File: src/rtl/i2s_pkg.sv
// ---------------------------------------------------------------------------
// i2s_pkg
// Shared constants and types for the I2S receive path.
//   I2S_FRAME_BITS : SCK periods in one stereo frame
//   I2S_POSN_W     : width of the frame position count
//   I2S_HALF       : SCK periods per channel half (ws low = left, ws high = right)
//   i2sState_e     : frame-alignment state of the stereo receiver
//   nextPosn()     : frame position that should follow a given one
// ---------------------------------------------------------------------------
package i2s_pkg;

   localparam int I2S_FRAME_BITS = 64;
   localparam int I2S_POSN_W     = 6;
   localparam int I2S_HALF       = 32;

   typedef enum logic [1:0] {
      SYNC      = 2'd0,
      LEFT      = 2'd1,
      RIGHT     = 2'd2,
      SYNC_WAIT = 2'd3
   } i2sState_e;

   // The position count wraps at the frame length, so the successor of the
   // last position is position 0 of the next frame.
   function automatic logic [I2S_POSN_W-1:0] nextPosn(input logic [I2S_POSN_W-1:0] posn);
      return I2S_POSN_W'((int'(posn) + 1) % I2S_FRAME_BITS);
   endfunction

endpackage

File: src/rtl/i2s_shift_in.sv
// ---------------------------------------------------------------------------
// i2s_shift_in
// MSB-first serial-to-parallel shift register for one audio channel.
//   ck    : system clock
//   rst   : synchronous active-high reset, clears the register
//   clr   : discard the collected bits (may coincide with shift)
//   shift : take d as the new LSB, older bits move up one place
//   d     : serial data bit
//   q     : collected word, most recent bit in q[0]
// ---------------------------------------------------------------------------
module i2s_shift_in #(
   parameter int WIDTH = 24
) (
   input  logic             ck,
   input  logic             rst,
   input  logic             clr,
   input  logic             shift,
   input  logic             d,
   output logic [WIDTH-1:0] q
);

   logic [WIDTH-1:0] shreg_q;
   logic [WIDTH-1:0] shreg_d;

   // Next contents. A clear together with a shift starts a fresh word whose
   // only bit is d, which is how a new frame captures its MSB while the
   // leftovers of the previous (or abandoned) frame are thrown away.
   always_comb begin
      shreg_d = shreg_q;
      if (clr) begin
         shreg_d = shift ? WIDTH'(d) : '0;
      end else if (shift) begin
         shreg_d = {shreg_q[WIDTH-2:0], d};
      end
   end

   // Register with synchronous reset.
   always_ff @(posedge ck) begin
      if (rst) begin
         shreg_q <= '0;
      end else begin
         shreg_q <= shreg_d;
      end
   end

   assign q = shreg_q;

endmodule

File: src/rtl/i2s_stereo_rx.sv
// ---------------------------------------------------------------------------
// i2s_stereo_rx
// Deserialises one I2S data line into left/right sample pairs, realigning to
// the frame after reset or whenever the frame position jumps.
//   ck         : system clock
//   rst        : synchronous active-high reset
//   en         : one-cycle strobe per SCK period; all frame logic advances on it
//   frame_posn : bit position 0..63 in the frame (0..31 left half, 32..63 right)
//   sd         : serial data, already synchronous to ck
//   left/right : presented sample pair, changes only when a new pair is loaded
//   valid      : a pair is presented
//   ready      : consumer accepts the pair when valid && ready
//   overrun    : one-cycle pulse when a completed pair had to be dropped
//   resync     : one-cycle pulse when a partial frame is discarded
// ---------------------------------------------------------------------------
module i2s_stereo_rx
   import i2s_pkg::*;
#(
   parameter int WIDTH = 24
) (
   input  logic                  ck,
   input  logic                  rst,
   input  logic                  en,
   input  logic [I2S_POSN_W-1:0] frame_posn,
   input  logic                  sd,
   output logic [WIDTH-1:0]      left,
   output logic [WIDTH-1:0]      right,
   output logic                  valid,
   input  logic                  ready,
   output logic                  overrun,
   output logic                  resync
);

   localparam logic [I2S_POSN_W-1:0] WIDTH_P     = I2S_POSN_W'(WIDTH);
   localparam logic [I2S_POSN_W-1:0] LAST_IDX    = I2S_POSN_W'(WIDTH - 1);
   localparam logic [I2S_POSN_W-1:0] POSN_ONE    = I2S_POSN_W'(1);
   localparam logic [I2S_POSN_W-1:0] RIGHT_FIRST = I2S_POSN_W'(I2S_HALF + 1);

   i2sState_e             state_q, state_d;
   logic [I2S_POSN_W-1:0] expectPosn_q, expectPosn_d;
   logic                  seenEn_q, seenEn_d;
   logic                  valid_q, valid_d;
   logic                  overrun_q, overrun_d;
   logic                  resync_q, resync_d;
   logic [WIDTH-1:0]      leftOut_q, leftOut_d;
   logic [WIDTH-1:0]      rightOut_q, rightOut_d;

   logic [I2S_POSN_W-1:0] leftIdx;
   logic [I2S_POSN_W-1:0] rightIdx;
   logic                  discont;
   logic                  lostAlign;
   logic                  startFrame;
   logic                  leftShift;
   logic                  leftDone;
   logic                  rightShift;
   logic                  rightDone;
   logic                  shiftClr;
   logic                  loadPair;
   logic [WIDTH-1:0]      leftWord;
   logic [WIDTH-1:0]      rightWord;

   // Bit index within each channel. I2S delays data by one SCK, so left bit k
   // sits at position 1+k and right bit k at 33+k; the modulo-64 subtraction
   // makes a WIDTH=32 right LSB at position 0 come out as index 31, and any
   // position outside a channel comes out as an index >= WIDTH.
   assign leftIdx  = frame_posn - POSN_ONE;
   assign rightIdx = frame_posn - RIGHT_FIRST;

   // A strobe whose position is not the successor of the previous one is a
   // timing discontinuity, except for the very first strobe after reset,
   // which has nothing to compare against.
   assign discont = en && seenEn_q && (frame_posn != expectPosn_q);

   i2s_shift_in #(.WIDTH(WIDTH)) u_leftShift (
      .ck   (ck),
      .rst  (rst),
      .clr  (shiftClr),
      .shift(leftShift),
      .d    (sd),
      .q    (leftWord)
   );

   i2s_shift_in #(.WIDTH(WIDTH)) u_rightShift (
      .ck   (ck),
      .rst  (rst),
      .clr  (shiftClr),
      .shift(1'b0 | rightShift),
      .d    (sd),
      .q    (rightWord)
   );

   // State register.
   always_ff @(posedge ck) begin
      if (rst) begin
         state_q <= SYNC;
      end else begin
         state_q <= state_d;
      end
   end

   // Per-strobe actions of the alignment FSM. Losing alignment inside a frame
   // makes the same strobe behave as if the FSM were already waiting in SYNC,
   // so a jump that lands exactly on position 1 starts capturing immediately.
   always_comb begin
      lostAlign  = discont && ((state_q == LEFT) || (state_q == RIGHT));
      startFrame = en && (frame_posn == POSN_ONE) &&
                   (lostAlign || (state_q == SYNC) || (state_q == SYNC_WAIT));
      leftShift  = startFrame ||
                   (en && !lostAlign && (state_q == LEFT) && (leftIdx < WIDTH_P));
      leftDone   = en && !lostAlign && (state_q == LEFT) && (leftIdx == LAST_IDX);
      rightShift = en && !lostAlign && (state_q == RIGHT) && (rightIdx < WIDTH_P);
      rightDone  = rightShift && (rightIdx == LAST_IDX);
      shiftClr   = startFrame || lostAlign;
   end

   // Next-state logic. SYNC_WAIT re-arms on every frame start so back-to-back
   // frames are captured without a gap.
   always_comb begin
      state_d = state_q;
      if (lostAlign) begin
         state_d = startFrame ? LEFT : SYNC;
      end else begin
         case (state_q)
            SYNC, SYNC_WAIT: if (startFrame) state_d = LEFT;
            LEFT:            if (leftDone)   state_d = RIGHT;
            RIGHT:           if (rightDone)  state_d = SYNC_WAIT;
            default:         state_d = SYNC;
         endcase
      end
   end

   // Continuity tracker and the single-entry output register. A completed
   // pair is only loaded if the slot is empty or being emptied this cycle;
   // otherwise the presented pair is protected and the new one is dropped.
   // The right word is finished with the bit arriving on this very strobe.
   always_comb begin
      expectPosn_d = en ? nextPosn(frame_posn) : expectPosn_q;
      seenEn_d     = seenEn_q | en;
      loadPair     = rightDone && (!valid_q || ready);
      valid_d      = valid_q;
      if (loadPair) begin
         valid_d = 1'b1;
      end else if (valid_q && ready) begin
         valid_d = 1'b0;
      end
      leftOut_d  = loadPair ? leftWord : leftOut_q;
      rightOut_d = loadPair ? ((rightWord << 1) | WIDTH'(sd)) : rightOut_q;
      overrun_d  = rightDone && !loadPair;
      resync_d   = lostAlign;
   end

   // Datapath registers. Reset empties the output slot without any pulse.
   always_ff @(posedge ck) begin
      if (rst) begin
         expectPosn_q <= '0;
         seenEn_q     <= 1'b0;
         valid_q      <= 1'b0;
         overrun_q    <= 1'b0;
         resync_q     <= 1'b0;
         leftOut_q    <= '0;
         rightOut_q   <= '0;
      end else begin
         expectPosn_q <= expectPosn_d;
         seenEn_q     <= seenEn_d;
         valid_q      <= valid_d;
         overrun_q    <= overrun_d;
         resync_q     <= resync_d;
         leftOut_q    <= leftOut_d;
         rightOut_q   <= rightOut_d;
      end
   end

   assign left    = leftOut_q;
   assign right   = rightOut_q;
   assign valid   = valid_q;
   assign overrun = overrun_q;
   assign resync  = resync_q;

endmodule

File: config.mk
export PLATFORM = sky130hd
export DESIGN_NAME = i2s_stereo_rx
export DESIGN_NICKNAME = d
export VERILOG_FILES = /design/src/rtl/i2s_pkg.sv /design/src/rtl/i2s_shift_in.sv /design/src/rtl/i2s_stereo_rx.sv
export SDC_FILE = /design/constraint.sdc
export NUM_CORES = 1
export LEC_CHECK = 0
export BUFFER_PORTS_ARGS = -buffer_cell sky130_fd_sc_hd__buf_4
export CAP_MARGIN = 15
export CORE_MARGIN = 3
export CORE_UTILIZATION = 50
export CTS_BUF_LIST = sky130_fd_sc_hd__clkbuf_8
export DETAILED_ROUTE_END_ITERATION = 10
export MAX_ROUTING_LAYER = met4
export PLACE_DENSITY = 0.68
export SLEW_MARGIN = 20
export SYNTH_ARGS = -nofsm -noshare
export SYNTH_HDL_FRONTEND = slang
export SYNTH_HIERARCHICAL = 1
export SYNTH_SLANG_ARGS = --single-unit
File: constraint.sdc
create_clock -name ck -period 3.3 [get_ports ck]
set_clock_uncertainty 0.15 [all_clocks]
set_input_delay 0.33 -clock ck [delete_from_list [all_inputs] [get_ports ck]]
set_output_delay 0.33 -clock ck [all_outputs]
set_load 0.01 [all_outputs]
==> key figures, run 1 <==
Placement
  • Placed cell count: 621
  • Placed Area: 4870 um^2
  • Port Buffers: 61
  • Post-detail-place hpwl: 6.08 mm
  • Final GP Congestion: 0.869

Global route
  • Largest net degree at the start of global routing: 51
  • First-pass GRT wire length: 15.8 mm
  • Vias in the first global route: 3344
  • All-Layer GR Usage: 0.196
  • Initial antenna violation count: 0
  • Overflow left after global routing: 0

Floorplan
  • Die Ht: 101 um
  • Num ports: 62
  • Starting Density: 0.529
  • Core area: 8460 um^2
  • Row count: 33
  • Chip width: 101 um
  • Die ar.: 10100 um^2

Min path
  • Hold Path End: expectPosn_q[0]
  • Worst hold stages: 2
  • Worst Hold Launch: frame_posn[0]
  • Hold Path Class: in -> reg

Worst setup path
  • CP cell instances: inv_1 -> ha_1 -> and2_1 -> o211ai_1 -> inv_1 -> or2_2 -> or2_1 -> nor2_1
  • Critical Path Most Common Cell: inv_1
  • CP endpoint kind: flop
  • Crit path launch type: flop
  • WP buf/inv: 2
  • Flop2flop setup slack: 0.70 ns
  • Type of the worst setup path: reg -> reg
  • Cells on worst reg2reg path: 8
  • CP top delay family: simple AND/OR/NAND/NOR gates
  • Crit path DAT: 2.74 ns
  • Max incr delay on CP: 0.53 ns
  • R2r startpoint: state_q[0]
  • Critical path's slowest cell: or2_1
  • Worst r2r dst: u_leftShift/q[10]
  • Req. time, crit path: 3.44 ns
  • Critical path fanouts, max: 23

Power and ir drop
  • Pwr Density: 469 nW/um^2
  • Sequential group share of total power: 0.555
  • Net switching power: 0.616 mW
  • Switching part of the total power: 0.259
  • Power share of the clock group: 0.343
  • Internal Power: 1.76 mW
  • Max VDD drop: 0.227 mV
  • P_leak: 1.83 nW
  • Design Power: 2.38 mW
  • Power share of the combinational group: 0.102

CTS
  • Number of buffers on the longest clock path: 2
  • Clk sinks: 107
  • H-tree depth: 3
  • CTS buffer count: 9
  • Post-CTS sizing: 0
  • Setup Fix Bufs, Post-CTS: 0
  • Clock root buffer: clkbuf_8
  • Clock Latency Late Sink: 0.36 ns
  • Clk slew on worst S/H paths: 0.10 ns
  • CTS tree: built
  • Post-CTS Hold Buffers: 0

STA
  • Final Slew Violations: 0
  • Tightest Pin Transition: 0.982 ns
  • Slew margin rel.: 0.345
  • # setup viols final: 0
  • Final hold vios: 0
  • Period utilization: 0.789
  • Setup TNS Final: 0 ns
  • RSZ-0062 raised after global routing: false
  • Worst hold margin: 0.0835 ns
  • Maximum clock frequency: 384 MHz
  • Tmin final: 2.60 ns

Cells and area
  • Share of cells above drive strength 1: 0.175
  • N_diodes: 0
  • Non-Filler Instances: 637
  • Multi-input logic area: 2040 um^2
  • Area Growth Syn to Fin: 13.2%
  • Fillers: 777
  • Post-route cell area: 5070 um^2
  • Sequential cell area: 2140 um^2
  • Nets: 547

Route
  • 1st-iter DRT viols: 142
  • WL final: 9.44 mm
  • Post-route ant nets: 0
  • DR vias: 3474
  • Drt first pass iters: 4
  • Avg Vias per Cell: 5.45
  • Drt wl/cell: 14.8 um
  • Post-route DRC: 0

Job
  • Max-cap violation count: 0

Status
  • Outcome: finished clean

Yosys
  • YS warnings: 6
  • Synth Net Count: 516
  • Gate Count Post-Synth: 496
  • Synthesized cell area: 4480 um^2
  • Post-Syn Area per Cell: 9.03 um^2
==> power groups by stage <==
stage                     sequential [mW]  combinational, mW  clock [mW]
after floorplan                      1.35              0.206           0
after global placement               1.35              0.237           0
after detailed placement             1.35              0.241           0
after CTS                            1.32              0.243       0.833
after global routing                 1.32              0.272       0.877
final                                1.32              0.242       0.815
==> cell type report <==
| class | count | area share |
|---|---|---|
| tap | 105 | 0.0259 |
| clock inverter | 7 | 0.0151 |
| clock buffer | 9 | 0.0244 |
| multi-input combinational | 334 | 0.402 |
| inverter | 8 | 0.00592 |
| sequential | 107 | 0.423 |
| timing repair buffer | 67 | 0.104 |
==> placed cells by master (no fill, tap or decap), drive strengths merged, types with 2 or more instances in the layout <==
cell,count
ha,9
nand3,52
o211ai,3
xor2,2
nor3,3
nand2,10
and3b,2
o21ai,54
nand4,2
or3b,2
mux2i,46
or3,3
a21oi,54
or2,4
clkbuf,9
xnor2,8
dfxtp,107
buf,67
inv,10
nor2,59
clkinv,3
a211oi,5
==> worst max path at each step <==
stage / from / endpoint / slack [ns] / depth (start not counted)
finish: state_q[0] / u_leftShift/q[10] / 0.70 / 8
global route: state_q[0] / u_leftShift/q[12] / 0.51 / 8
CTS: state_q[0] / u_leftShift/q[10] / 0.67 / 8
detailed placement: frame_posn[2] / right[10] / 0.56 / 8
global placement: frame_posn[2] / right[14] / 0.59 / 8
floorplan: frame_posn[0] / state_q[0] / 0.85 / 9
==> sequential cells by signal, indices dropped and copies added (netlist names) <==
| signal | flops |
|---|---|
| u_leftShift/q | 24 |
| expectPosn_q | 6 |
| state_q | 2 |
| overrun | 1 |
| valid | 1 |
| seenEn_q | 1 |
| right | 24 |
| u_rightShift/q | 23 |
| resync | 1 |
| left | 24 |
==> through the flow <==
step                      setup slack, ns  utilization
after global placement              0.588        0.575
after global routing                0.505        0.599
after CTS                           0.667        0.599
after floorplan                     0.849            -
final                               0.697        0.599
after detailed placement            0.557        0.575
==> worst reg2reg max path: stages, from the launching register on <==
cell	delay (ns)
dfxtp_1	0.41
inv_1	0.10
ha_1	0.33
and2_1	0.18
o211ai_1	0.19
inv_1	0.09
or2_2	0.34
or2_1	0.53
nor2_1	0.22
==> layer usage <==
metal | vias to the layer above | global-route usage | share of wire
met5 | - | - | 0
met4 | 0 | 0.0642 | 0.012
met3 | 9 | 0.0339 | 0.037
met2 | 54 | 0.304 | 0.46
met1 | 1634 | 0.261 | 0.49
li1 | 1777 | - | -
(Power assumes the default switching activity.)
==> run 2: changes to the inputs <==
--- a/config.mk
+++ b/config.mk
@@ -12,7 +12,7 @@
 export CTS_BUF_LIST = sky130_fd_sc_hd__clkbuf_8
 export DETAILED_ROUTE_END_ITERATION = 10
 export MAX_ROUTING_LAYER = met4
-export PLACE_DENSITY = 0.68
+export PLACE_DENSITY = 0.71
 export SLEW_MARGIN = 20
 export SYNTH_ARGS = -nofsm -noshare
 export SYNTH_HDL_FRONTEND = slang
==> constraint.sdc (replaced) <==
create_clock -name ck -period 2.2 [get_ports ck]
set_clock_uncertainty 0.15 [all_clocks]
set_input_delay 0.22 -clock ck [delete_from_list [all_inputs] [get_ports ck]]
set_output_delay 0.22 -clock ck [all_outputs]
set_load 0.01 [all_outputs]
==> run 2 against run 1 <==
Compared with the run above: clock power up 55%; largest power group unchanged; worst hold slack worse by 0.039 ns; first-iteration DRC count up 42%; final cell count up 4.2%; die area unchanged.
==> key figures, run 2 (synthesized netlist as in run 1, its figures left out) <==
Power and ir drop
  • Power share of the clock group: 0.328 (was 0.343)
  • Power share of the combinational group: 0.154 (was 0.102)
  • Internal Power: 2.82 mW (was 1.76 mW)
  • Sequential group share of total power: 0.518 (was 0.555)
  • Switching part of the total power: 0.262 (was 0.259)
  • Design Power: 3.83 mW (was 2.38 mW)
  • Pwr Density: 697 nW/um^2 (was 469 nW/um^2)
  • Net switching power: 1.00 mW (was 0.616 mW)
  • P_leak: 2.01 nW (was 1.83 nW)
  • Max VDD drop: 0.337 mV (was 0.227 mV)

CTS
  • Clock root buffer: clkbuf_8 (unchanged)
  • H-tree depth: 3 (unchanged)
  • CTS buffer count: 9 (unchanged)
  • Clk slew on worst S/H paths: 0.10 ns (about the same)
  • CTS tree: built (unchanged)
  • Clk sinks: 107 (unchanged)
  • Number of buffers on the longest clock path: 2 (unchanged)
  • Clock Latency Late Sink: 0.36 ns (about the same)

STA
  • RSZ-0062 raised after global routing: true (was false)
  • Final hold vios: 0 (unchanged)
  • # setup viols final: 0 (unchanged)
  • Worst Slack Setup Final: 0.0433 ns (was 0.697 ns)
  • Tightest Pin Transition: 0.502 ns (was 0.982 ns)
  • Worst hold margin: 0.0446 ns (was 0.0835 ns)
  • Setup TNS Final: 0 ns (unchanged)
  • Period utilization: 0.980 (was 0.789)
  • Slew margin rel.: 0.665 (was 0.345)
  • Tmin final: 2.16 ns (was 2.60 ns)
  • Final Slew Violations: 0 (unchanged)
  • Maximum clock frequency: 464 MHz (was 384 MHz)

Worst setup path
  • WP buf/inv: 2 (unchanged)
  • Critical path's slowest cell: mux2_2 (was or2_1)
  • CP endpoint kind: flop (unchanged)
  • CP top delay family: multiplexers (was simple AND/OR/NAND/NOR gates)
  • Type of the worst setup path: reg -> reg (unchanged)
  • Max incr delay on CP: 0.38 ns (was 0.53 ns)
  • Critical path fanouts, max: 3 (was 23)
  • Crit path DAT: 2.26 ns (was 2.74 ns)
  • Crit path launch type: flop (unchanged)
  • Req. time, crit path: 2.30 ns (was 3.44 ns)
  • CP cell instances: inv_2 -> ha_4 -> and2_4 -> o21ai_1 -> buf_4 -> and4_2 -> o311ai_4 -> mux2_2 (was inv_1 -> ha_1 -> and2_1 -> o211ai_1 -> inv_1 -> or2_2 -> or2_1 -> nor2_1)

Route
  • Drt wl/cell: 15.0 um (was 14.8 um)
  • Post-route ant nets: 0 (unchanged)
  • 1st-iter DRT viols: 201 (was 142)
  • Post-route DRC: 0 (unchanged)
  • WL final: 9.98 mm (was 9.44 mm)
  • Drt first pass iters: 4 (unchanged)
  • Avg Vias per Cell: 5.46 (was 5.45)
  • DR vias: 3627 (was 3474)

Placement
  • Placed Area: 5110 um^2 (was 4870 um^2)
  • Port Buffers: 61 (unchanged)
  • Placed cell count: 643 (was 621)
  • Post-detail-place hpwl: 6.30 mm (was 6.08 mm)
  • Setup WS pre-CTS: -0.145 ns (was 0.557 ns)
  • Final GP Congestion: 0.859 (was 0.869)

Global route
  • Global routing usage on met1: 0.252 (was 0.261)
  • Largest net degree at the start of global routing: 52 (was 51)
  • Met3 usage: 0.0270 (was 0.0339)
  • Vias in the first global route: 3506 (was 3344)
  • First-pass GRT wire length: 16.2 mm (was 15.8 mm)
  • Initial antenna violation count: 0 (unchanged)
  • All-Layer GR Usage: 0.201 (was 0.196)
  • Overflow left after global routing: 0 (unchanged)
  • Most used routing layer: met2 (unchanged)
  • Met2 usage: 0.336 (was 0.304)

Cells and area
  • Most common cell after layout, fill and taps aside: dfxtp_1 (unchanged)
  • Area Growth Syn to Fin: 22.6% (was 13.2%)
  • Share of cells above drive strength 1: 0.256 (was 0.175)
  • Final Util: 0.649 (was 0.599)
  • Non-Filler Instances: 664 (was 637)
  • Most frequent cells in the layout: 101 x dfxtp_1, 85 x buf_4, 57 x nor2_1 (was 107 x dfxtp_1, 65 x buf_4, 59 x nor2_1)
  • N_diodes: 0 (unchanged)
  • Nets: 574 (was 547)
  • Post-route cell area: 5490 um^2 (was 5070 um^2)

Floorplan
  • Num ports: 62 (unchanged)
  • Starting Density: 0.529 (unchanged)
  • Core area: 8460 um^2 (unchanged)
  • Row count: 33 (unchanged)
  • Die Ht: 101 um (unchanged)
  • Chip width: 101 um (unchanged)
  • Die ar.: 10100 um^2 (unchanged)

Status
  • Outcome: finished clean (unchanged)

Job
  • Max-cap violation count: 0 (unchanged)

Min path
  • Hold Path Class: in -> reg (unchanged)
run 2: final cells by class:
| type | count | area (um^2) |
|---|---|---|
| Fill cell | 709 | 2970 |
| Multi-Input combinational cell | 334 | 2150 |
| Tap cell | 105 | 131 |
| Timing Repair Buffer | 94 | 818 |
| Clock inverter | 6 | 73.8 |
| Inverter | 8 | 30.0 |
| Sequential cell | 107 | 2150 |
| Clock buffer | 10 | 138 |
run 2: final timing paths:
path	startpoint	end	slack, ns	cells past startpoint
worst max-delay path	state_q[1]	state_q[0]	0.04	8
worst min-delay path	en	expectPosn_q[0]	0.04	2
worst max register to register	state_q[1]	state_q[0]	0.04	8
worst min register to register	u_leftShift/q[23]	left[23]	0.33	2
run 2: power by group through the flow:
| stage | logic, mW | clock network (mW) | registers, mW |
|---|---|---|---|
| after detailed placement | 0.474 | 0 | 2.02 |
| after global placement | 0.456 | 0 | 2.02 |
| final | 0.588 | 1.26 | 1.98 |
| after global routing | 0.639 | 1.36 | 1.99 |
| after floorplan | 0.328 | 0 | 2.02 |
| after CTS | 0.501 | 1.28 | 1.98 |
run 2: metal layers:
metal | vias to the layer above | wire length, um | part of all wire
met3 | 14 | 424 | 0.043
met1 | 1702 | 4490 | 0.45
met4 | 0 | 159 | 0.016
met2 | 78 | 4900 | 0.49
met5 | - | 0 | 0
li1 | 1833 | - | -
run 2: timing repair:
action | in CTS | in global routing
endpoints found under the setup margin | 2 | 95
hold buffers | 1 | 0
pin swaps | 0 | 10
hold endpoints to repair | 3 | 0
gates resized for setup | 4 | 20
setup buffers | 0 | 2
cloned | 0 | 2
==> run 3: changes to the inputs <==
--- a/config.mk
+++ b/config.mk
@@ -11,9 +11,8 @@
 export CORE_UTILIZATION = 50
 export CTS_BUF_LIST = sky130_fd_sc_hd__clkbuf_8
 export DETAILED_ROUTE_END_ITERATION = 10
-export MAX_ROUTING_LAYER = met4
 export PLACE_DENSITY = 0.71
-export SLEW_MARGIN = 20
+export SLEW_MARGIN = 0
 export SYNTH_ARGS = -nofsm -noshare
 export SYNTH_HDL_FRONTEND = slang
 export SYNTH_HIERARCHICAL = 1
==> run 3 against run 2 <==
Compared with the run above: final cell count is the same; clock power about the same; setup slack barely moved; flip-flop and latch count is the same; global-route usage is 0.58 points lower; sequential power about the same; fmax about the same; power about the same; design area unchanged; first-iteration DRC count fell by 2.0%; sequential share of layout area unchanged; critical endpoint unchanged.
==> key figures, run 3 (synthesized netlist as in run 1, its figures left out) <==
Cells and area
  • Nets: 574 (unchanged)
  • Final Util: 0.649 (unchanged)
  • Most common cell after layout, fill and taps aside: dfxtp_1 (unchanged)
  • Most frequent cells in the layout: 101 x dfxtp_1, 85 x buf_4, 57 x nor2_1 (unchanged)
  • Area Growth Syn to Fin: 22.6% (unchanged)
  • N_diodes: 0 (unchanged)
  • Share of cells above drive strength 1: 0.256 (unchanged)
  • Post-route cell area: 5490 um^2 (unchanged)

STA
  • Tmin final: 2.16 ns (about the same)
  • Maximum clock frequency: 464 MHz (about the same)
  • Slew margin rel.: 0.665 (about the same)
  • Period utilization: 0.980 (about the same)
  • Final hold vios: 0 (unchanged)
  • Worst hold margin: 0.0445 ns (was 0.0446 ns)
  • Final Slew Violations: 0 (unchanged)
  • # setup viols final: 0 (unchanged)
  • RSZ-0062 raised after global routing: true (unchanged)
  • Tightest Pin Transition: 0.503 ns (was 0.502 ns)

Floorplan
  • Starting Density: 0.529 (unchanged)
  • Core area: 8460 um^2 (unchanged)
  • Die Ht: 101 um (unchanged)
  • Die ar.: 10100 um^2 (unchanged)
  • Chip width: 101 um (unchanged)
  • Num ports: 62 (unchanged)
  • Row count: 33 (unchanged)

Power and ir drop
  • Power share of the clock group: 0.328 (about the same)
  • Design Power: 3.83 mW (about the same)
  • Pwr Density: 697 nW/um^2 (about the same)
  • P_leak: 2.01 nW (unchanged)
  • Max VDD drop: 0.337 mV (about the same)
  • Power share of the combinational group: 0.154 (about the same)
  • Internal Power: 2.82 mW (unchanged)
  • Net switching power: 1.00 mW (about the same)
  • Switching part of the total power: 0.262 (about the same)
  • Sequential group share of total power: 0.518 (about the same)

Global route
  • Vias in the first global route: 3507 (was 3506)
  • All-Layer GR Usage: 0.195 (was 0.201)
  • First-pass GRT wire length: 16.2 mm (about the same)
  • Largest net degree at the start of global routing: 52 (unchanged)
  • Overflow left after global routing: 0 (unchanged)
  • Initial antenna violation count: 0 (unchanged)

Worst setup path
  • Critical path fanouts, max: 3 (unchanged)
  • CP endpoint kind: flop (unchanged)
  • Req. time, crit path: 2.30 ns (about the same)
  • Crit path DAT: 2.26 ns (about the same)
  • Crit path launch type: flop (unchanged)
  • Type of the worst setup path: reg -> reg (unchanged)

CTS
  • CTS buffer count: 9 (unchanged)
  • Clock Latency Late Sink: 0.36 ns (about the same)
  • Number of buffers on the longest clock path: 2 (unchanged)
  • Clock root buffer: clkbuf_8 (unchanged)
  • H-tree depth: 3 (unchanged)
  • Clk sinks: 107 (unchanged)
  • CTS tree: built (unchanged)
  • Clk slew on worst S/H paths: 0.10 ns (about the same)

Placement
  • Final GP Congestion: 0.845 (was 0.859)
  • Port Buffers: 61 (unchanged)
  • Placed Area: 5110 um^2 (unchanged)
  • Post-detail-place hpwl: 6.30 mm (unchanged)

Route
  • DR vias: 3630 (was 3627)
  • 1st-iter DRT viols: 197 (was 201)
  • Post-route ant nets: 0 (unchanged)
  • Drt first pass iters: 5 (was 4)
  • Drt wl/cell: 15.0 um (about the same)
  • Avg Vias per Cell: 5.47 (was 5.46)
  • WL final: 9.97 mm (was 9.98 mm)
  • Post-route DRC: 0 (unchanged)

Job
  • Max-cap violation count: 0 (unchanged)

Status
  • Outcome: finished clean (unchanged)

Min path
  • Hold Path Class: in -> reg (unchanged)
==> run 3: cell counts in the layout (fill, tap and decap cells not counted) <==
Identical to the previous run, type by type.
==> run 3: final timing paths <==
kind	from	to	slack, ns	cells after the start
setup / recovery	state_q[1]	state_q[0]	0.04	8
hold / removal	en	expectPosn_q[0]	0.04	2
setup reg to reg	state_q[1]	state_q[0]	0.04	8
hold reg to reg	u_leftShift/q[23]	left[23]	0.33	2
==> run 3: worst max-delay path: stages, from the launching register on <==
cell	delay [ns]
dfxtp_2	0.36
inv_2	0.05
ha_4	0.27
and2_4	0.14
o21ai_1	0.08
buf_4	0.15
and4_2	0.22
o311ai_4	0.26
mux2_2	0.38
==> run 3: stage by stage <==
step                TNS (ns)  std cells  setup WS [ns]
CTS                        0        660        0.00359
global route         -0.0926        664        -0.0335
floorplan             -0.733        496        -0.0286
detailed placement     -6.52        643         -0.145
global placement       -3.96        643        -0.0800
finish                     0        664         0.0433
==> run 3: final cells by class <==
cell class / instances / area, um^2
fillers: 709 / 2970
multi-input cells: 334 / 2150
flip-flops and latches: 107 / 2150
repair buffers: 94 / 818
clock buffers: 10 / 138
well taps: 105 / 131
clock inverters: 6 / 73.8
inverters: 8 / 30.0
==> run 3: power groups by stage <==
stage                     registers [mW]  clock network [mW]  logic [mW]
after floorplan                     2.02                   0       0.328
after global placement              2.02                   0       0.456
after detailed placement            2.02                   0       0.474
after CTS                           1.98                1.28       0.501
after global routing                1.99                1.36       0.639
final                               1.98                1.26       0.588
==> run 3: timing repair <==
item                                    CTS  global route
hold endpoints to repair                  3             0
gates cloned                              0             2
buffers inserted                          0             2
endpoints found under the setup margin    2            95
hold buffers                              1             0
pin swaps                                 0            10
resized for setup                         4            20
==> run 3: routing by layer <==
metal  track usage  share of wire  up-vias
met2         0.337           0.49       68
met1         0.249           0.45     1711
li1              -              -     1836
met4        0.0632          0.016        0
met5             0              0        -
met3        0.0298          0.040       15
